`src/rtl/mash_pkg.sv`:
```
// ---------------------------------------------------------------------------
// mash_pkg
// Shared constants for the axis_mash_n MASH delta-sigma modulator:
//   - MASH_MAX_ORDER_LIMIT : largest supported cascade depth
//   - MASH_BINOM           : signed noise-cancellation coefficients
//                            (-1)^j * C(k-1, j), indexed [k-1][j]
//   - mash_min_dac_bw()    : smallest signed output width for an order
//   - MASH_LFSR_SEED/TAPS  : dither LFSR constants (MASH_DITHER_EN builds)
// ---------------------------------------------------------------------------
package mash_pkg;

    localparam int MASH_MAX_ORDER_LIMIT = 4;

    // Row k-1 holds the coefficients applied to c_k[n], c_k[n-1], ...
    localparam int MASH_BINOM [MASH_MAX_ORDER_LIMIT][MASH_MAX_ORDER_LIMIT] = '{
        '{1,  0, 0,  0},
        '{1, -1, 0,  0},
        '{1, -2, 1,  0},
        '{1, -3, 3, -1}
    };

    // Fibonacci LFSR x^16 + x^14 + x^13 + x^11 + 1 -> bits 15, 13, 12, 10
    localparam logic [15:0] MASH_LFSR_SEED = 16'hACE1;
    localparam logic [15:0] MASH_LFSR_TAPS = 16'hB400;

    // Order K spans [-(2^(K-1)-1), 2^(K-1)], which needs K+1 signed bits.
    function automatic int mash_min_dac_bw(input int order);
        return order + 1;
    endfunction

endpackage

```
`src/rtl/mash_efm_stage.sv`:
```
// ---------------------------------------------------------------------------
// mash_efm_stage
// One first-order error-feedback stage of the MASH cascade: accumulator,
// carry output and a shift register of past carries.
// Ports:
//   i_clk, i_rst_n : clock, asynchronous active-low reset
//   i_en           : advance the stage (one accepted sample)
//   i_clr          : stage disabled; force in/acc/carry to 0, clear history
//   i_cin          : carry-in to the adder (dither bit on stage 1)
//   i_in           : stage input
//   o_acc_next     : post-update accumulator value (feeds the next stage)
//   o_carry        : carry of the current sample
//   o_hist         : past carries, bit 0 = c[n-1], bit 1 = c[n-2], ...
// ---------------------------------------------------------------------------
module mash_efm_stage #(
    parameter int WIDTH  = 16,
    parameter int HIST_D = 2
) (
    input  logic              i_clk,
    input  logic              i_rst_n,
    input  logic              i_en,
    input  logic              i_clr,
    input  logic              i_cin,
    input  logic [WIDTH-1:0]  i_in,
    output logic [WIDTH-1:0]  o_acc_next,
    output logic              o_carry,
    output logic [HIST_D-1:0] o_hist
);

    logic [WIDTH-1:0]  r_acc;
    logic [HIST_D-1:0] r_hist;
    logic [WIDTH:0]    w_sum;

    // The top bit of the WIDTH+1 sum is the overflow, which is the carry.
    assign w_sum      = {1'b0, r_acc} + {1'b0, i_in} + {{WIDTH{1'b0}}, i_cin};
    assign o_acc_next = i_clr ? '0 : w_sum[WIDTH-1:0];
    assign o_carry    = i_clr ? 1'b0 : w_sum[WIDTH];
    assign o_hist     = r_hist;

    always_ff @(posedge i_clk or negedge i_rst_n) begin
        if (!i_rst_n) begin
            r_acc  <= '0;
            r_hist <= '0;
        end else if (i_en) begin
            r_acc  <= o_acc_next;
            r_hist <= i_clr ? '0 : ((r_hist << 1) | HIST_D'(o_carry));
        end
    end

endmodule

```
`src/rtl/axis_mash_n.sv`:
```
// ---------------------------------------------------------------------------
// axis_mash_n
// Multi-stage MASH 1-1-..-1 delta-sigma modulator with AXI-Stream handshake.
// Unsigned samples in, signed multi-level code out.
// Optional feature macro: MASH_DITHER_EN (16-bit LFSR carry-in dither on
// stage 1). Without it the carry-in is 0.
// Ports:
//   aclk, arst_n          : clock, asynchronous active-low reset
//   order_sel             : runtime order, 0 or > MAX_ORDER means MAX_ORDER
//   s_axis_data_*         : input stream (unsigned WIDTH-bit samples)
//   m_axis_data_*         : output stream (signed DAC_BW-bit code)
//   dsm_data              : stage-1 carry of the sample on m_axis_data_tdata
// ---------------------------------------------------------------------------
module axis_mash_n
    import mash_pkg::*;
#(
    parameter int WIDTH     = 16,
    parameter int MAX_ORDER = 3,
    parameter int DAC_BW    = 4
) (
    input  logic              aclk,
    input  logic              arst_n,
    input  logic [2:0]        order_sel,
    input  logic [WIDTH-1:0]  s_axis_data_tdata,
    input  logic              s_axis_data_tvalid,
    output logic              s_axis_data_tready,
    output logic [DAC_BW-1:0] m_axis_data_tdata,
    output logic              m_axis_data_tvalid,
    input  logic              m_axis_data_tready,
    output logic              dsm_data
);

    localparam int HIST_D = (MAX_ORDER > 1) ? MAX_ORDER - 1 : 1;

    generate
        if (MAX_ORDER < 1 || MAX_ORDER > MASH_MAX_ORDER_LIMIT) begin : g_bad_order
            $error("axis_mash_n: MAX_ORDER must be 1..4");
        end
        if (DAC_BW < mash_min_dac_bw(MAX_ORDER)) begin : g_bad_bw
            $error("axis_mash_n: DAC_BW too small for MAX_ORDER");
        end
    endgenerate

    logic                     w_accept;
    logic                     w_cin;
    logic [2:0]               w_order;
    logic [MAX_ORDER-1:0]     w_active;
    logic [MAX_ORDER-1:0]     w_carry;
    logic [WIDTH-1:0]         w_in       [MAX_ORDER];
    logic [WIDTH-1:0]         w_acc_next [MAX_ORDER];
    logic [HIST_D-1:0]        w_hist     [MAX_ORDER];
    logic signed [DAC_BW-1:0] w_y;

    logic signed [DAC_BW-1:0] r_tdata;
    logic                     r_tvalid;
    logic                     r_dsm;

    // Single output register: a new sample may enter whenever the register
    // is empty or is being drained on this same edge.
    assign s_axis_data_tready = !r_tvalid || m_axis_data_tready;
    assign w_accept           = s_axis_data_tvalid && s_axis_data_tready;

    assign w_order = (order_sel == 3'd0 || order_sel > 3'(MAX_ORDER))
                   ? 3'(MAX_ORDER) : order_sel;

    always_comb begin
        w_active = '0;
        for (int k = 0; k < MAX_ORDER; k++) begin
            w_active[k] = (k < int'(w_order));
        end
    end

`ifdef MASH_DITHER_EN
    logic [15:0] r_lfsr;

    always_ff @(posedge aclk or negedge arst_n) begin
        if (!arst_n) begin
            r_lfsr <= MASH_LFSR_SEED;
        end else if (w_accept) begin
            r_lfsr <= {r_lfsr[14:0], ^(r_lfsr & MASH_LFSR_TAPS)};
        end
    end

    assign w_cin = r_lfsr[0];
`else
    assign w_cin = 1'b0;
`endif

    // Each stage integrates the freshly updated accumulator of the stage
    // before it, so the whole cascade settles within one cycle. Disabled
    // stages are cleared on every accept, which also wipes their history on
    // the accept where the order drops.
    generate
        for (genvar gi = 0; gi < MAX_ORDER; gi++) begin : g_stage
            if (gi == 0) begin : g_first
                assign w_in[gi] = s_axis_data_tdata;
            end else begin : g_rest
                assign w_in[gi] = w_acc_next[gi-1];
            end

            mash_efm_stage #(
                .WIDTH  (WIDTH),
                .HIST_D (HIST_D)
            ) u_stage (
                .i_clk      (aclk),
                .i_rst_n    (arst_n),
                .i_en       (w_accept),
                .i_clr      (!w_active[gi]),
                .i_cin      ((gi == 0) ? w_cin : 1'b0),
                .i_in       (w_in[gi]),
                .o_acc_next (w_acc_next[gi]),
                .o_carry    (w_carry[gi]),
                .o_hist     (w_hist[gi])
            );
        end
    endgenerate

    // Noise cancellation: y = sum_k sum_j (-1)^j C(k-1,j) c_k[n-j].
    // Gating by w_active matters on the accept where the order drops: the
    // dropped stage's history still holds old carries at that moment.
    always_comb begin
        w_y = '0;
        for (int k = 0; k < MAX_ORDER; k++) begin
            if (w_active[k] && w_carry[k]) begin
                w_y = w_y + DAC_BW'(MASH_BINOM[k][0]);
            end
            for (int j = 1; j < MAX_ORDER; j++) begin
                if (w_active[k] && w_hist[k][j-1]) begin
                    w_y = w_y + DAC_BW'(MASH_BINOM[k][j]);
                end
            end
        end
    end

    always_ff @(posedge aclk or negedge arst_n) begin
        if (!arst_n) begin
            r_tdata  <= '0;
            r_tvalid <= 1'b0;
            r_dsm    <= 1'b0;
        end else if (w_accept) begin
            r_tdata  <= w_y;
            r_tvalid <= 1'b1;
            r_dsm    <= w_carry[0];
        end else if (m_axis_data_tready) begin
            r_tvalid <= 1'b0;
        end
    end

    assign m_axis_data_tdata  = r_tdata;
    assign m_axis_data_tvalid = r_tvalid;
    assign dsm_data           = r_dsm;

endmodule

```
`config.mk`:
```
export PLATFORM = sky130hd
export DESIGN_NAME = axis_mash_n
export DESIGN_NICKNAME = d
export VERILOG_FILES = /design/src/rtl/mash_pkg.sv /design/src/rtl/mash_efm_stage.sv /design/src/rtl/axis_mash_n.sv
export SDC_FILE = /design/constraint.sdc
export NUM_CORES = 1
export LEC_CHECK = 0
export CAP_MARGIN = 10
export CORE_MARGIN = 1
export CORE_UTILIZATION = 43
export CTS_CLUSTER_SIZE = 10
export DETAILED_ROUTE_END_ITERATION = 6
export GPL_ROUTABILITY_DRIVEN = 0
export HOLD_SLACK_MARGIN = 0.12
export SYNTH_ARGS = -nofsm -noshare
export SYNTH_HDL_FRONTEND = slang
export SYNTH_SLANG_ARGS = --single-unit
export TNS_END_PERCENT = 100
```
`constraint.sdc`:
```
create_clock -name aclk -period 7.2 [get_ports aclk]
set_input_delay 1.44 -clock aclk [delete_from_list [all_inputs] [get_ports aclk]]
set_output_delay 1.44 -clock aclk [all_outputs]
set_load 0.02 [all_outputs]
```
==> results.tsv, run 1 <==
stage	metric	value	unit
yosys	top_reg_cell synth	sky130_fd_sc_hd__dfrtp_1	
finish	Layout area overhead	33.6	%
clock_network	depth of the CTS H-tree	3	
floorplanning	I/O pin count	30	
routing	iteration count of the initial detailed-routing pass	4	
yosys	unique cell type count in the Yosys netlist	70	
finish	Post-layout nets	788	
worst_setup_path	standard cell with the maximum stage delay on the critical path	sky130_fd_sc_hd__clkdlybuf4s50_1	
clock_network	clock tree from TritonCTS	yes	
hold_path	hold crit path type	flip-flop to flip-flop	
yosys	Synth Register Bits	57	
routing	residual DRC count	0	
global_route	overall global routing resource usage	22.8	%
worst_setup_path	type of element launching the critical path	input port	
yosys	Seq/Total Area, Yosys	28.6	%
clock_network	TritonCTS Sinks	57	
worst_setup_path	kind of critical path	input port to flip-flop	
status	status	finished, final reports clean	
timing	count of final setup violators	0	
worst_setup_path	maximum single-stage delay on the critical path	0.47	ns
timing	remaining max-slew budget at the tightest pin	48.1	%
floorplanning	floorplan die area	0.0120	sq mm
yosys	number of enable flip-flop cells after synthesis	0	
timing	Slew @ Worst Pin	0.779	ns
finish	share of final-layout standard cells stronger than drive strength 1	27.5	%
clock_network	clock edge transition at the registers on the reported setup and hold paths	0.05	ns
timing	Pins Over Slew Limit	0	
clock_network	insertion delay to the later sink of the worst-skew pair	0.33	ns
floorplanning	placement row count	38	
yosys	library cell with the highest instance count after synthesis	sky130_fd_sc_hd__nand2_1	
clock_network	CTS buffer count	9	
routing	Starting DRT DRC Count	248	
clock_network	CTS max path bufs	2	
run	number of violations of the max-capacitance limit	0	
worst_setup_path	sum of buffers and inverters on the critical path	15	
routing	number of antenna-violating nets in the routed design	0	
worst_setup_path	critical path's most frequent cell	sky130_fd_sc_hd__buf_4	
global_route	number of global-route vias before repair	4598	
timing	final clock period utilization by the worst path	97.1	%
finish	number of antenna diodes	0	
floorplanning	y dimension of the die	110	um
routing	total vias in the final route	4788	
global_route	largest net degree at the start of global routing	58	
floorplanning	Core Box Area	0.0111	sq mm
global_route	initial antenna violation count	0	
routing	average wire per cell in the routed design	15.5	um
yosys	mean cell area of the mapped netlist	8.75	sq um
floorplanning	Die Width	110	um
yosys	most frequent cells after synthesis	sky130_fd_sc_hd__nand2_1, sky130_fd_sc_hd__dfrtp_1, sky130_fd_sc_hd__ha_1	
timing	minimum clock period	6.99	ns
yosys	area of the mapped netlist	0.00499	sq mm
worst_setup_path	maximum fanout along the worst path	5	
placed_design	Post-DP HPWL	9370	um
yosys	Synth Net Count	651	
clock_network	Root Driver	sky130_fd_sc_hd__clkbuf_16	
global_route	first-pass GRT wire length	21500	um
worst_setup_path	CP arrival	7.20	ns
yosys	library cell with the largest summed area after synthesis	sky130_fd_sc_hd__dfrtp_1	
yosys	fraction of registers with async set/reset	100	%
worst_setup_path	category of the worst setup path capture point	flip-flop	
routing	final routed wirelength across all metal layers	13200	um
yosys	YS warnings	0	
clock_network	hold-fix buffers at CTS	0	
floorplanning	effective utilization at floorplan	45.0	%
placed_design	IO buf count	29	
global_route	total gr overflow	0	
timing	post-route worst hold slack	0.469	ns
yosys	cell count after synthesis	570	
timing	Final Hold Fails	0	
routing	routed via count divided by cell count	5.63	
yosys	Synth area leaders	sky130_fd_sc_hd__dfrtp_1, sky130_fd_sc_hd__ha_1, sky130_fd_sc_hd__nand2_1, sky130_fd_sc_hd__xnor2_1, sky130_fd_sc_hd__a21oi_1	
timing	skew final	0.00712	ns
worst_setup_path	CP Data Required Time	7.41	ns
yosys	area share of the largest cell type after synthesis	28.6	%
worst_setup_path	Largest delay share family, worst path	buffers and inverters	
timing	highest achievable clock rate	143	MHz
## flip-flops by register name, indices dropped and copies added (netlist names)
name / count
g_stage.u_stage.r_acc: 48
m_axis_data_tdata: 4
g_stage.u_stage.o_hist: 3
dsm_data: 1
m_axis_data_tvalid: 1
## layer usage
layer | GRT usage [%] | vias up | routed length (um)
met2 | 39.4 | 92 | 6330
met5 | 0 | - | 0
li1 | - | 2366 | -
met4 | 7.05 | 0 | 221
met3 | 3.56 | 18 | 454
met1 | 29.2 | 2312 | 6210
## worst register-to-register path: cells and delay by family, from the launching register on
family | cells | cell delay (ns)
AOI/OAI and AO/OA | 12 | 2.31
xor gates and xnor gates | 2 | 0.43
DFF | 1 | 0.40
buffers and inverters | 14 | 1.73
and+or+nand+nor | 2 | 0.26
adders and majority gates | 3 | 0.96
## what timing repair did
item,CTS,global route
buffers inserted,25,6
gates cloned,0,0
pin swaps,28,36
endpoints found under the hold margin,0,0
gates resized for setup,15,38
endpoints found under the setup margin,2,4
## through the flow
step                      utilization [%]  cells  instance area, sq um  setup TNS [ns]  setup WS (ns)
after floorplan                         -    570                  4990               0          0.126
after CTS                            58.4    844                  6470               0         0.0285
after global placement               54.0    805                  5980          -0.695         -0.463
final                                60.2    850                  6670               0          0.209
after detailed placement             54.0    805                  5980           -1.21         -0.672
after global routing                 60.2    850                  6670         -0.0313        -0.0223
## cell type report
type / instances / area (sq um)
well taps: 140 / 175
inverters: 19 / 71.3
fillers: 977 / 4410
repair buffers: 146 / 1160
clock inverters: 5 / 25.0
flip-flops and latches: 57 / 1430
clock buffers: 9 / 225
multi-input cells: 474 / 3580
## worst paths after layout
kind | start | endpoint | slack, ns | cells after the start
max reg2reg | g_stage[0].u_stage.r_acc[1]$_DFFE_PN0P_ | g_stage[2].u_stage.r_acc[15]$_DFFE_PN0P_ | 1.00 | 33
min in group asynchronous | arst_n | g_stage[0].u_stage.r_acc[4]$_DFFE_PN0P_ | 1.23 | 2
max in group asynchronous | arst_n | m_axis_data_tdata[1]$_DFFE_PN0P_ | 5.40 | 2
min | g_stage[2].u_stage.r_acc[0]$_DFFE_PN0P_ | g_stage[2].u_stage.r_acc[0]$_DFFE_PN0P_ | 0.47 | 2
min reg2reg | g_stage[2].u_stage.r_acc[0]$_DFFE_PN0P_ | g_stage[2].u_stage.r_acc[0]$_DFFE_PN0P_ | 0.47 | 2
max | s_axis_data_tdata[4] | g_stage[2].u_stage.r_acc[15]$_DFFE_PN0P_ | 0.21 | 32
## layout by cell type, fill, tap and decap left out, types with 6 or more instances in the layout
cell,n
sky130_fd_sc_hd__and2_1,7
sky130_fd_sc_hd__buf_4,116
sky130_fd_sc_hd__o21a_1,6
sky130_fd_sc_hd__nor2_1,42
sky130_fd_sc_hd__a22o_1,10
sky130_fd_sc_hd__o31ai_1,11
sky130_fd_sc_hd__a211oi_1,7
sky130_fd_sc_hd__o21ai_1,6
sky130_fd_sc_hd__nand3_1,16
sky130_fd_sc_hd__ha_1,48
sky130_fd_sc_hd__mux2_2,10
sky130_fd_sc_hd__a21oi_2,7
sky130_fd_sc_hd__clkdlybuf4s50_1,24
sky130_fd_sc_hd__o21ai_0,22
sky130_fd_sc_hd__a31oi_1,6
sky130_fd_sc_hd__a21oi_1,27
sky130_fd_sc_hd__inv_1,17
sky130_fd_sc_hd__xnor2_1,22
sky130_fd_sc_hd__nor3_1,15
sky130_fd_sc_hd__dfrtp_1,57
sky130_fd_sc_hd__clkbuf_16,9
sky130_fd_sc_hd__a21o_1,12
sky130_fd_sc_hd__nand2_1,69
sky130_fd_sc_hd__o21bai_1,10
sky130_fd_sc_hd__xor2_1,12
## cells by family after synthesis
family	after synthesis	synth area share, %
mux	14	3.06
fa+ha+maj	58	15.1
compound gates	169	24.1
simple gates	194	18.3
flops	57	28.6
buf+inv	39	3.84
xor+xnor	39	7.00
Power of run 1 is not shown: default switching activity piles up to over one toggle a cycle in this logic, so the estimate is an artifact.
==> run 2, diff against run 1 <==
Settings changed: GPL_TIMING_DRIVEN from default to 0, SLEW_MARGIN from default to 20.
==> results.tsv, run 2 (same netlist as run 1, synthesis figures left out) <==
stage	metric	value	unit	change
timing	post-route worst hold slack	0.466	ns	was 0.469 ns
placed_design	pre-CTS worst setup slack	-1.18	ns	was -0.672 ns
timing	highest achievable clock rate	141	MHz	was 143 MHz
routing	residual DRC count	0		unchanged
finish	max reg flops	48		unchanged
finish	number of antenna diodes	0		unchanged
routing	Starting DRT DRC Count	289		was 248
finish	Final Non-Filler Cells	808		was 850
timing	remaining max-slew budget at the tightest pin	48.7	%	was 48.1%
global_route	overall global routing resource usage	24.3	%	was 22.8%
worst_setup_path	maximum fanout along the worst path	5		unchanged
clock_network	Root Driver	sky130_fd_sc_hd__clkbuf_16		unchanged
global_route	first-pass GRT wire length	22100	um	was 21500 um
clock_network	depth of the CTS H-tree	3		unchanged
worst_setup_path	end point of the critical path	m_axis_data_tdata[3]$_DFFE_PN0P_		was g_stage[2].u_stage.r_acc[15]$_DFFE_PN0P_
routing	final routed wirelength across all metal layers	14600	um	was 13200 um
worst_setup_path	register-to-register path setup slack	0.92	ns	was 1.00 ns
timing	count of final setup violators	0		unchanged
floorplanning	effective utilization at floorplan	45.0	%	unchanged
timing	skew final	0.00608	ns	was 0.00712 ns
floorplanning	floorplan die area	0.0120	sq mm	unchanged
floorplanning	Die Width	110	um	unchanged
routing	iteration count of the initial detailed-routing pass	5		was 4
worst_setup_path	category of the worst setup path capture point	flip-flop		unchanged
global_route	total gr overflow	0		unchanged
worst_setup_path	CP arrival	7.27	ns	was 7.20 ns
clock_network	insertion delay to the later sink of the worst-skew pair	0.33	ns	about the same
worst_setup_path	kind of critical path	input port to flip-flop		unchanged
clock_network	CTS max path bufs	2		unchanged
placed_design	Post-DP HPWL	9680	um	was 9370 um
worst_setup_path	CP Data Required Time	7.39	ns	was 7.41 ns
floorplanning	Core Box Area	0.0111	sq mm	unchanged
routing	average wire per cell in the routed design	18.1	um	was 15.5 um
finish	leading cell type in the layout, fill and taps excluded	sky130_fd_sc_hd__nand2_1		was sky130_fd_sc_hd__buf_4
timing	Pins Over Slew Limit	0		unchanged
finish	Layout area overhead	33.0	%	was 33.6%
clock_network	TritonCTS Sinks	57		unchanged
worst_setup_path	type of element launching the critical path	input port		unchanged
worst_setup_path	critical register-to-register path endpoint	m_axis_data_tdata[3]$_DFFE_PN0P_		was g_stage[2].u_stage.r_acc[15]$_DFFE_PN0P_
timing	minimum clock period	7.09	ns	was 6.99 ns
timing	final clock period utilization by the worst path	98.4	%	was 97.1%
hold_path	hold crit path type	flip-flop to flip-flop		unchanged
floorplanning	I/O pin count	30		unchanged
placed_design	post-placement cell count	740		was 805
global_route	largest net degree at the start of global routing	43		was 58
timing	post-route setup TNS	0	ns	unchanged
floorplanning	placement row count	38		unchanged
global_route	initial antenna violation count	0		unchanged
finish	register with the highest flop count	g_stage.u_stage.r_acc		unchanged
timing	Final Hold Fails	0		unchanged
floorplanning	y dimension of the die	110	um	unchanged
worst_setup_path	standard cell with the maximum stage delay on the critical path	sky130_fd_sc_hd__clkdlybuf4s50_1		unchanged
timing	RSZ-0062 raised after global routing	true		
clock_network	hold-fix buffers at CTS	0		unchanged
worst_setup_path	critical path's most frequent cell	sky130_fd_sc_hd__a21o_1		was sky130_fd_sc_hd__buf_4
clock_network	CTS buffer count	9		unchanged
routing	number of antenna-violating nets in the routed design	0		unchanged
worst_setup_path	depth of the worst register-to-register path	31		was 33
global_route	number of global-route vias before repair	4457		was 4598
finish	Post-layout nets	744		was 788
routing	total vias in the final route	4699		was 4788
finish	final-layout fill cell count	942		was 977
run	number of violations of the max-capacitance limit	0		unchanged
timing	Slew @ Worst Pin	0.768	ns	was 0.779 ns
finish	share of final-layout standard cells stronger than drive strength 1	25.1	%	was 27.5%
worst_setup_path	worst flop-to-flop path startpoint	g_stage[0].u_stage.r_acc[1]$_DFFE_PN0P_		unchanged
finish	most frequent cells in the layout	sky130_fd_sc_hd__nand2_1, sky130_fd_sc_hd__dfrtp_1, sky130_fd_sc_hd__buf_4, sky130_fd_sc_hd__nor2_1, sky130_fd_sc_hd__ha_1		was sky130_fd_sc_hd__buf_4, sky130_fd_sc_hd__nand2_1, sky130_fd_sc_hd__dfrtp_1, sky130_fd_sc_hd__ha_1, sky130_fd_sc_hd__nor2_1
timing	Final WS setup	0.114	ns	was 0.209 ns
status	status	finished, final reports clean		unchanged
clock_network	clock edge transition at the registers on the reported setup and hold paths	0.05	ns	about the same
clock_network	clock tree from TritonCTS	yes		unchanged
worst_setup_path	timing startpoint of the critical path	s_axis_data_tdata[8]		was s_axis_data_tdata[4]
worst_setup_path	maximum single-stage delay on the critical path	0.42	ns	was 0.47 ns
routing	routed via count divided by cell count	5.82		was 5.63
placed_design	IO buf count	29		unchanged
[run 2: worst max-delay path, delay by kind of cell]
kind	cells	cell delay (ns)
xor gates and xnor gates	3	0.50
AOI/OAI and AO/OA	14	3.29
and+or+nand+nor	5	0.59
buffers and inverters	1	0.42
adders and majority gates	4	1.03
[run 2: cell type report]
type,count,area (sq um),area share (%)
plain buffers,19,123,1.85
multi-input cells,474,3800,57.2
clock buffers,11,253,3.81
clock inverters,5,77.6,1.17
flip-flops and latches,57,1430,21.5
repair buffers,83,712,10.7
well taps,140,175,2.64
inverters,19,71.3,1.07
[run 2: timing repair]
action | 4_1_cts | 5_1_grt
pin swaps | 36 | 59
resized for setup | 30 | 66
cloned | 0 | 0
setup buffers | 33 | 22
setup endpoints to repair | 3 | 3
[run 2: layer usage]
metal  up-vias  track usage [%]  share of wire [%]
li1       2279                -                  -
met1      2282             32.7                 47
met2       122             40.2                 46
met3        16             3.68                4.5
met4         0             6.95                1.7
met5         -                0                  0
[run 2: worst min path at each step]
stage | from | to | slack, ns | cells after the start
global route | m_axis_data_tdata[1]$_DFFE_PN0P_ | m_axis_data_tdata[1]$_DFFE_PN0P_ | 0.51 | 2
CTS | g_stage[2].u_stage.r_acc[0]$_DFFE_PN0P_ | g_stage[2].u_stage.r_acc[0]$_DFFE_PN0P_ | 0.47 | 2
global placement | g_stage[2].u_stage.r_acc[0]$_DFFE_PN0P_ | g_stage[2].u_stage.r_acc[0]$_DFFE_PN0P_ | 0.46 | 2
floorplan | g_stage[2].u_stage.r_acc[0]$_DFFE_PN0P_ | g_stage[2].u_stage.r_acc[0]$_DFFE_PN0P_ | 0.44 | 2
detailed placement | g_stage[2].u_stage.r_acc[0]$_DFFE_PN0P_ | g_stage[2].u_stage.r_acc[0]$_DFFE_PN0P_ | 0.46 | 2
finish | g_stage[2].u_stage.r_acc[0]$_DFFE_PN0P_ | g_stage[2].u_stage.r_acc[0]$_DFFE_PN0P_ | 0.47 | 2
[run 2: per-stage QoR]
| stage | utilization (%) | instance area, sq um |
|---|---|---|
| 4_1_cts | 55.6 | 6160 |
| 3_3_place_gp | 49.2 | 5460 |
| 3_5_place_dp | 49.5 | 5480 |
| 5_1_grt | 59.9 | 6640 |
| 2_1_floorplan | - | 4990 |
| 6_report | 59.9 | 6640 |
Power of run 2 is left out for the same reason.
==> run 3, diff against run 2 <==
Settings changed: CORE_ASPECT_RATIO from default to 1.1, CORE_UTILIZATION 43 to 50, PLACE_DENSITY from default to 0.69, SLEW_MARGIN 20 to default.
==> results.tsv, run 3 (same netlist as run 1, synthesis figures left out) <==
stage	metric	value	unit	change
worst_setup_path	category of the worst setup path capture point	flip-flop		unchanged
timing	highest achievable clock rate	143	MHz	was 141 MHz
status	status	finished, final reports clean		unchanged
finish	area of the multi-input gates	0.00375	sq mm	was 0.00380 sq mm
clock_network	Root Driver	sky130_fd_sc_hd__clkbuf_8		was sky130_fd_sc_hd__clkbuf_16
worst_setup_path	standard cell with the maximum stage delay on the critical path	sky130_fd_sc_hd__clkdlybuf4s50_1		unchanged
global_route	overall global routing resource usage	25.6	%	was 24.3%
worst_setup_path	critical path's most frequent cell	sky130_fd_sc_hd__a21o_1		unchanged
clock_network	clock edge transition at the registers on the reported setup and hold paths	0.07	ns	was 0.05 ns
timing	minimum clock period	7.00	ns	was 7.09 ns
global_route	first-pass GRT wire length	21200	um	was 22100 um
floorplanning	I/O pin count	30		unchanged
clock_network	insertion delay to the later sink of the worst-skew pair	0.35	ns	was 0.33 ns
timing	remaining max-slew budget at the tightest pin	45.4	%	was 48.7%
timing	final clock period utilization by the worst path	97.2	%	was 98.4%
worst_setup_path	maximum single-stage delay on the critical path	0.47	ns	was 0.42 ns
placed_design	Post-DP HPWL	9340	um	was 9680 um
clock_network	TritonCTS Sinks	57		unchanged
floorplanning	placement row count	37		was 38
clock_network	depth of the CTS H-tree	3		unchanged
placed_design	IO buf count	29		unchanged
worst_setup_path	kind of critical path	input port to flip-flop		unchanged
floorplanning	Core Box Area	0.00954	sq mm	was 0.0111 sq mm
routing	residual DRC count	0		unchanged
finish	register with the highest flop count	g_stage.u_stage.r_acc		unchanged
worst_setup_path	CP arrival	7.22	ns	was 7.27 ns
placed_design	pre-CTS worst setup slack	-1.20	ns	was -1.18 ns
global_route	total gr overflow	0		unchanged
worst_setup_path	type of element launching the critical path	input port		unchanged
hold_path	hold crit path type	flip-flop to flip-flop		unchanged
timing	RSZ-0062 raised after global routing	true		unchanged
routing	iteration count of the initial detailed-routing pass	4		was 5
timing	Final Hold Fails	0		unchanged
timing	post-route worst hold slack	0.482	ns	was 0.466 ns
routing	total vias in the final route	4574		was 4699
timing	skew final	0.0118	ns	was 0.00608 ns
routing	Starting DRT DRC Count	303		was 289
finish	final-layout fill cell count	795		was 942
clock_network	clock tree from TritonCTS	yes		unchanged
floorplanning	Die Width	97.3	um	was 110 um
timing	Final WS setup	0.199	ns	was 0.114 ns
global_route	number of global-route vias before repair	4363		was 4457
clock_network	CTS buffer count	9		unchanged
finish	Post-layout nets	717		was 744
global_route	largest net degree at the start of global routing	36		was 43
routing	routed via count divided by cell count	6.03		was 5.82
timing	Slew @ Worst Pin	0.819	ns	was 0.768 ns
finish	most frequent cells in the layout	sky130_fd_sc_hd__nand2_1, sky130_fd_sc_hd__dfrtp_1, sky130_fd_sc_hd__nor2_1, sky130_fd_sc_hd__ha_1, sky130_fd_sc_hd__buf_4		was sky130_fd_sc_hd__nand2_1, sky130_fd_sc_hd__dfrtp_1, sky130_fd_sc_hd__buf_4, sky130_fd_sc_hd__nor2_1, sky130_fd_sc_hd__ha_1
run	number of violations of the max-capacitance limit	0		unchanged
worst_setup_path	maximum fanout along the worst path	9		was 5
global_route	initial antenna violation count	0		unchanged
routing	final routed wirelength across all metal layers	13200	um	was 14600 um
timing	Pins Over Slew Limit	0		unchanged
finish	register cell area after layout	0.00143	sq mm	unchanged
floorplanning	effective utilization at floorplan	52.3	%	was 45.0%
routing	average wire per cell in the routed design	17.4	um	was 18.1 um
routing	number of antenna-violating nets in the routed design	0		unchanged
clock_network	hold-fix buffers at CTS	0		unchanged
floorplanning	y dimension of the die	107	um	was 110 um
finish	Layout area overhead	24.1	%	was 33.0%
finish	share of final-layout standard cells stronger than drive strength 1	21.1	%	was 25.1%
clock_network	CTS max path bufs	2		unchanged
timing	count of final setup violators	0		unchanged
finish	number of antenna diodes	0		unchanged
finish	leading cell type in the layout, fill and taps excluded	sky130_fd_sc_hd__nand2_1		unchanged
floorplanning	floorplan die area	0.0104	sq mm	was 0.0120 sq mm
finish	max reg flops	48		unchanged
worst_setup_path	CP Data Required Time	7.42	ns	was 7.39 ns
-- run 3: cell count changes in the layout (fill, tap and decap cells not counted), sizes merged --
cell,delta
clkdlybuf4s50,+2
clkinvlp,-1
clkinv,+1
clkbuf,+1
clkdlybuf4s15,+1
dlymetal6s2s,-2
buf,-27
bufinv,-2
-- run 3: final cells by class --
cell class	count	share of cell area [%]
multi-input cells	474	60.6
flip-flops and latches	57	23.0
repair buffers	56	8.06
clock buffers	13	2.57
well taps	117	2.36
plain buffers	19	1.98
inverters	19	1.15
clock inverters	3	0.242
-- run 3: routing by layer --
layer,GRT usage [%],share of wire [%],up-vias
met5,0,0,-
met4,8.82,2.3,0
met3,4.89,3.7,28
met2,43.4,49,107
met1,32.9,45,2211
li1,-,-,2228
-- run 3: worst paths after layout --
kind | startpoint | end | slack [ns] | cells past startpoint
worst max register to register | g_stage[0].u_stage.r_acc[0]$_DFFE_PN0P_ | m_axis_data_tdata[3]$_DFFE_PN0P_ | 0.99 | 31
max in group asynchronous | arst_n | g_stage[1].u_stage.r_acc[1]$_DFFE_PN0P_ | 5.52 | 2
worst min register to register | g_stage[1].u_stage.r_acc[3]$_DFFE_PN0P_ | g_stage[1].u_stage.r_acc[3]$_DFFE_PN0P_ | 0.48 | 2
min in group asynchronous | arst_n | g_stage[1].u_stage.r_acc[14]$_DFFE_PN0P_ | 1.08 | 1
worst max-delay path | s_axis_data_tdata[7] | m_axis_data_tdata[3]$_DFFE_PN0P_ | 0.20 | 29
worst min-delay path | g_stage[1].u_stage.r_acc[3]$_DFFE_PN0P_ | g_stage[1].u_stage.r_acc[3]$_DFFE_PN0P_ | 0.48 | 2
-- run 3: what timing repair did --
| item | in CTS | in global routing |
|---|---|---|
| setup buffers | 14 | 12 |
| pin swaps | 26 | 44 |
| gates resized for setup | 26 | 63 |
| endpoints found under the setup margin | 3 | 2 |
-- run 3: per-stage QoR --
stage | utilization (%) | cell area, sq um | instances | setup TNS [ns]
5_1_grt | 65.0 | 6190 | 758 | -0.133
3_3_place_gp | 56.9 | 5430 | 716 | -2.27
3_5_place_dp | 57.1 | 5440 | 717 | -2.57
4_1_cts | 61.0 | 5820 | 747 | 0
6_report | 65.0 | 6190 | 758 | 0
2_1_floorplan | - | 4990 | 570 | 0
-- run 3: worst max-delay path, delay by kind of cell --
kind | cells | cell delay (ns)
buffers and inverters | 1 | 0.47
AND/OR/NAND/NOR | 4 | 0.44
XOR/XNOR | 3 | 0.50
AO/OA/AOI/OAI | 17 | 3.35
adder cells (fa/ha/maj) | 4 | 1.01
Power of run 3 is left out for the same reason.
